$ cat config.mk
export PLATFORM = sky130hd
export DESIGN_NAME = alu_op_issuer
export DESIGN_NICKNAME = d
export VERILOG_FILES = /design/src/rtl/alu_op_issuer.sv
export SDC_FILE = /design/constraint.sdc
export NUM_CORES = 1
export LEC_CHECK = 0
export BUFFER_PORTS_ARGS = -buffer_cell sky130_fd_sc_hd__buf_2
export CAP_MARGIN = 10
export CORE_MARGIN = 2
export CORE_UTILIZATION = 53
export CTS_CLUSTER_DIAMETER = 200
export DETAILED_ROUTE_END_ITERATION = 6
export PLACE_DENSITY_LB_ADDON = 0.25
export SETUP_SLACK_MARGIN = 0.5
export SLEW_MARGIN = 20
export SYNTH_ARGS = -nofsm -noshare
export SYNTH_HDL_FRONTEND = slang
export SYNTH_SLANG_ARGS = --single-unit
$ cat constraint.sdc
create_clock -name clk -period 2.4 [get_ports clk]
set_input_delay 0.24 -clock clk [delete_from_list [all_inputs] [get_ports clk]]
set_output_delay 0.24 -clock clk [all_outputs]
set_load 0.01 [all_outputs]
$ cat src/rtl/alu_op_issuer.sv
// Command front-end for the 8-bit six-control-bit ALU: decodes an op mnemonic, drives registered
// ALU inputs, waits the settle latency and returns o/zr/ng over a valid/ready response channel.
module alu_op_issuer #(
  parameter int unsigned WIDTH   = 8,
  parameter int unsigned ALU_LAT = 1
) (
  input  logic             clk,
  input  logic             rst,
  input  logic             req_valid,
  output logic             req_ready,
  input  logic [4:0]       req_op,
  input  logic [WIDTH-1:0] req_x,
  input  logic [WIDTH-1:0] req_y,
  output logic [WIDTH-1:0] alu_x,
  output logic [WIDTH-1:0] alu_y,
  output logic [5:0]       alu_ctl,
  input  logic [WIDTH-1:0] alu_o,
  input  logic             alu_zr,
  input  logic             alu_ng,
  output logic             rsp_valid,
  input  logic             rsp_ready,
  output logic [WIDTH-1:0] rsp_data,
  output logic             rsp_zr,
  output logic             rsp_ng,
  output logic             rsp_err
);

  localparam logic [3:0] LatM1 = 4'(ALU_LAT - 1);

  typedef enum logic [1:0] {StIdle, StWait, StResp} state_e;

  state_e           state_q, state_d;
  logic [3:0]       cnt_q, cnt_d;
  logic [WIDTH-1:0] alu_x_q, alu_x_d, alu_y_q, alu_y_d;
  logic [5:0]       alu_ctl_q, alu_ctl_d;
  logic [WIDTH-1:0] rsp_data_q, rsp_data_d;
  logic             rsp_zr_q, rsp_zr_d, rsp_ng_q, rsp_ng_d, rsp_err_q, rsp_err_d;
  logic             op_legal;
  logic [5:0]       op_ctl;

  // Returns {legal, zx, nx, zy, ny, f, no}.
  function automatic logic [6:0] decode_op(input logic [4:0] op);
    unique case (op)
      5'd0:    return 7'b1_101010;
      5'd1:    return 7'b1_111111;
      5'd2:    return 7'b1_111010;
      5'd3:    return 7'b1_001100;
      5'd4:    return 7'b1_110000;
      5'd5:    return 7'b1_001101;
      5'd6:    return 7'b1_110001;
      5'd7:    return 7'b1_001111;
      5'd8:    return 7'b1_110011;
      5'd9:    return 7'b1_011111;
      5'd10:   return 7'b1_110111;
      5'd11:   return 7'b1_001110;
      5'd12:   return 7'b1_110010;
      5'd13:   return 7'b1_000010;
      5'd14:   return 7'b1_010011;
      5'd15:   return 7'b1_000111;
      5'd16:   return 7'b1_000000;
      5'd17:   return 7'b1_010101;
      default: return 7'b0_000000;
    endcase
  endfunction

  assign {op_legal, op_ctl} = decode_op(req_op);

  always_comb begin
    state_d    = state_q;
    cnt_d      = cnt_q;
    alu_x_d    = alu_x_q;
    alu_y_d    = alu_y_q;
    alu_ctl_d  = alu_ctl_q;
    rsp_data_d = rsp_data_q;
    rsp_zr_d   = rsp_zr_q;
    rsp_ng_d   = rsp_ng_q;
    rsp_err_d  = rsp_err_q;
    unique case (state_q)
      StIdle: begin
        if (req_valid) begin
          if (op_legal) begin
            alu_x_d   = req_x;
            alu_y_d   = req_y;
            alu_ctl_d = op_ctl;
            cnt_d     = LatM1;
            state_d   = StWait;
          end else begin
            // Illegal codes never touch the ALU; answer straight away with an error.
            rsp_data_d = '0;
            rsp_zr_d   = 1'b0;
            rsp_ng_d   = 1'b0;
            rsp_err_d  = 1'b1;
            state_d    = StResp;
          end
        end
      end
      StWait: begin
        if (cnt_q == 4'd0) begin
          rsp_data_d = alu_o;
          rsp_zr_d   = alu_zr;
          rsp_ng_d   = alu_ng;
          rsp_err_d  = 1'b0;
          state_d    = StResp;
        end else begin
          cnt_d = cnt_q - 4'd1;
        end
      end
      StResp: begin
        if (rsp_ready) state_d = StIdle;
      end
      default: state_d = StIdle;
    endcase
  end

  always_ff @(posedge clk) begin
    if (rst) begin
      state_q    <= StIdle;
      cnt_q      <= 4'd0;
      alu_x_q    <= '0;
      alu_y_q    <= '0;
      alu_ctl_q  <= 6'd0;
      rsp_data_q <= '0;
      rsp_zr_q   <= 1'b0;
      rsp_ng_q   <= 1'b0;
      rsp_err_q  <= 1'b0;
    end else begin
      state_q    <= state_d;
      cnt_q      <= cnt_d;
      alu_x_q    <= alu_x_d;
      alu_y_q    <= alu_y_d;
      alu_ctl_q  <= alu_ctl_d;
      rsp_data_q <= rsp_data_d;
      rsp_zr_q   <= rsp_zr_d;
      rsp_ng_q   <= rsp_ng_d;
      rsp_err_q  <= rsp_err_d;
    end
  end

  assign req_ready = (state_q == StIdle);
  assign rsp_valid = (state_q == StResp);
  assign alu_x     = alu_x_q;
  assign alu_y     = alu_y_q;
  assign alu_ctl   = alu_ctl_q;
  assign rsp_data  = rsp_data_q;
  assign rsp_zr    = rsp_zr_q;
  assign rsp_ng    = rsp_ng_q;
  assign rsp_err   = rsp_err_q;

endmodule
==> results.toml <==
[power]
power_density_mw_per_mm2 = 584
leakagePower_nw = 0.992
peakVddDrop_uv = 356
finalPower_mw = 1.41

[clock_tree]
clock_path_buffers = 2
clk_latency_ns = 0.29
root_buffer = "clkbuf_8"
ctsResizeCount = 0
clk_pin_slew_ns = 0.07
cts_htree_levels = 2
cts_setup_buffers = 0
cts_tree = "done"
hold_buffers = 0
cts_buffers = 5
cts_sinks = 39

[synthesis]
syn_area_sq_mm = 0.00201
synth.net_count = 270
synthTopCellsByArea = "dfxtp_1, a21oi_1, o221ai_1, nand4_1, o21ai_0"
synth_top_area_share_pct = 38.8
synth_edf_count = 0
synthCells = 230
ys.flop_type = "dfxtp_1"
synth.distinct_cells = 50
ys_ff_latch = 39
synthArstFlopShare_pct = 0
yosys.area.top_type = "dfxtp_1"
synth_commonest_cells = "dfxtp_1, a21oi_1, o21ai_0"
yosysMostFrequentCell = "dfxtp_1"
syn-mean-instance-area_sq_um = 8.74
yosys_warnings = 0
ys_seq_area_share_pct = 38.8

[final_layout]
syn_to_final_growth_pct = 20.3
stdcell_area_sq_mm = 0.00242
drive_above_1_share_pct = 31.6
final_util_pct = 66.1
multi_input_area_sq_mm = 0.00106
fillers = 329
final_cells = 336
seq_area_sq_um = 781
antenna_cells = 0
fin_nets = 328

[setup_path]
startpoint = "state_q[0]$_SDFFE_PP0P_"
slowest_stage = "nor3b_1"
cp_max_fo = 10
endpoint_kind = "register"
rr_startpoint = "state_q[0]$_SDFFE_PP0P_"
setup.worst_path.start_class = "register"
cp.arrival_ns = 1.87
max_stage_delay_ns = 0.56
cp_cell_sequence = "nor3b_1, buf_4, nand3_1, a21oi_1"
cp_data_required_time_ns = 2.63
timing_worst_setup_path_type = "reg -> reg"

[timing]
post-route-period-util_pct = 68.5
rsz0062_at_grt = "no"
hold_slack_ns = 0.192
setup_ws_ns = 0.755
timing.fmax_mhz = 608
hold_viol = 0
fin_crit_ns = 1.64
setup-violations-final = 0
tns_ns = 0
slew_violations = 0
finClkSkew_ns = 0.00452
worstMarginPinSlew_ns = 0.885
slew_headroom_pct = 41.0

[floorplanning]
ioPinCount = 70
start_util_pct = 54.9
die_w_um = 65.6
rows = 22
fp.dieH_um = 65.6
fp.dieArea_sq_mm = 0.00430
coreArea_sq_mm = 0.00366

[place]
placed_cell_area_sq_mm = 0.00233
place.gp.congestion = 0.859
dp_cells = 329
place_ws_ns = 0.650
io_buffers = 69
hpwlAfterDp_um = 3300

[routing]
drtPass1Iterations = 4
first_iter_violations = 215
drc = 0
vias = 1992
final_antenna_net_count = 0
drt-total-wl_um = 5030
post_drt_wl_per_cell_um = 15.0
drt-vias-per-instance = 5.93

[global_routing]
grt_max_degree = 31
grt_pass1_wl_um = 8450
grt_overflow = 0
track_usage_pct = 25.2
antenna_found_initial = 0
grt_pass1_vias = 1789

[status]
outcome = "complete, no violations"

[worst_hold_path]
worstHoldStart = "alu_o[4]"
min_path_type = "in -> reg"

[run]
cap_violations = 0
==> placed cells by master, fill, tap and decap left out, types with 2 or more instances in the layout <==
cell type	count
buf_2	69
dfxtp_1	39
a21oi_1	31
o21ai_0	20
nand4_1	16
o221ai_1	12
inv_1	11
nand3_1	11
nor2b_1	8
clkbuf_8	6
buf_4	6
ha_1	5
nor2_1	4
nand2_1	4
a221oi_2	3
nand2b_1	3
a31oi_1	3
nor3_1	3
nor4b_1	2
nor3b_1	2
or4_1	2
==> final timing paths <==
check                        endpoint  slack [ns]  cells after the start
max          rsp_data[0]$_SDFFE_PP0P_        0.76                      4
min          rsp_data[4]$_SDFFE_PP0P_        0.19                      3
max reg2reg  rsp_data[0]$_SDFFE_PP0P_        0.76                      4
min reg2reg   alu_ctl[0]$_SDFFE_PP0P_        0.47                      2
==> worst max-delay path: cells and delay by family (launching register included) <==
family / cells / cell delay [ns]
AO/OA/AOI/OAI: 1 / 0.14
buffers and inverters: 1 / 0.28
flip-flops: 1 / 0.51
AND/OR/NAND/NOR: 2 / 0.65
==> per-layer routing <==
metal | global-route usage, % | share of wire, % | wire [um]
met1 | 35.6 | 47 | 2370
met2 | 38.1 | 46 | 2310
met3 | 4.79 | 5.5 | 278
met4 | 8.85 | 1.3 | 67
met5 | 0 | 0 | 0
==> power by group <==
group          total [mW]  switching [mW]  internal, mW
Sequential          0.701          0.0217         0.680
Clock               0.449           0.224         0.225
Combinational       0.262           0.157         0.104
==> cells by family after synthesis <==
group,count (synthesis),synth area share (%)
AO/OA/AOI/OAI,86,29.9
AND/OR/NAND/NOR,63,18.9
flip-flops,39,38.8
buffers and inverters,35,8.46
adder cells (fa/ha/maj),5,3.11
XOR/XNOR,2,0.871
==> state kept, by name (all words and copies together), names as in the netlist <==
register and cells:
rsp_err 1, rsp_ng 1, alu_y 8, cnt_q 4, state_q 2, rsp_data 8, alu_x 8, alu_ctl 6
rsp_zr 1
==> cell type report <==
type,count,share of cell area [%]
inverter,11,1.71
sequential,39,32.3
timing repair buffer,75,16.1
tap,48,2.48
clock buffer,6,3.41
clock inverter,1,0.207
multi-input combinational,156,43.8
No activity file was read; power rests on OpenSTA's default activity.
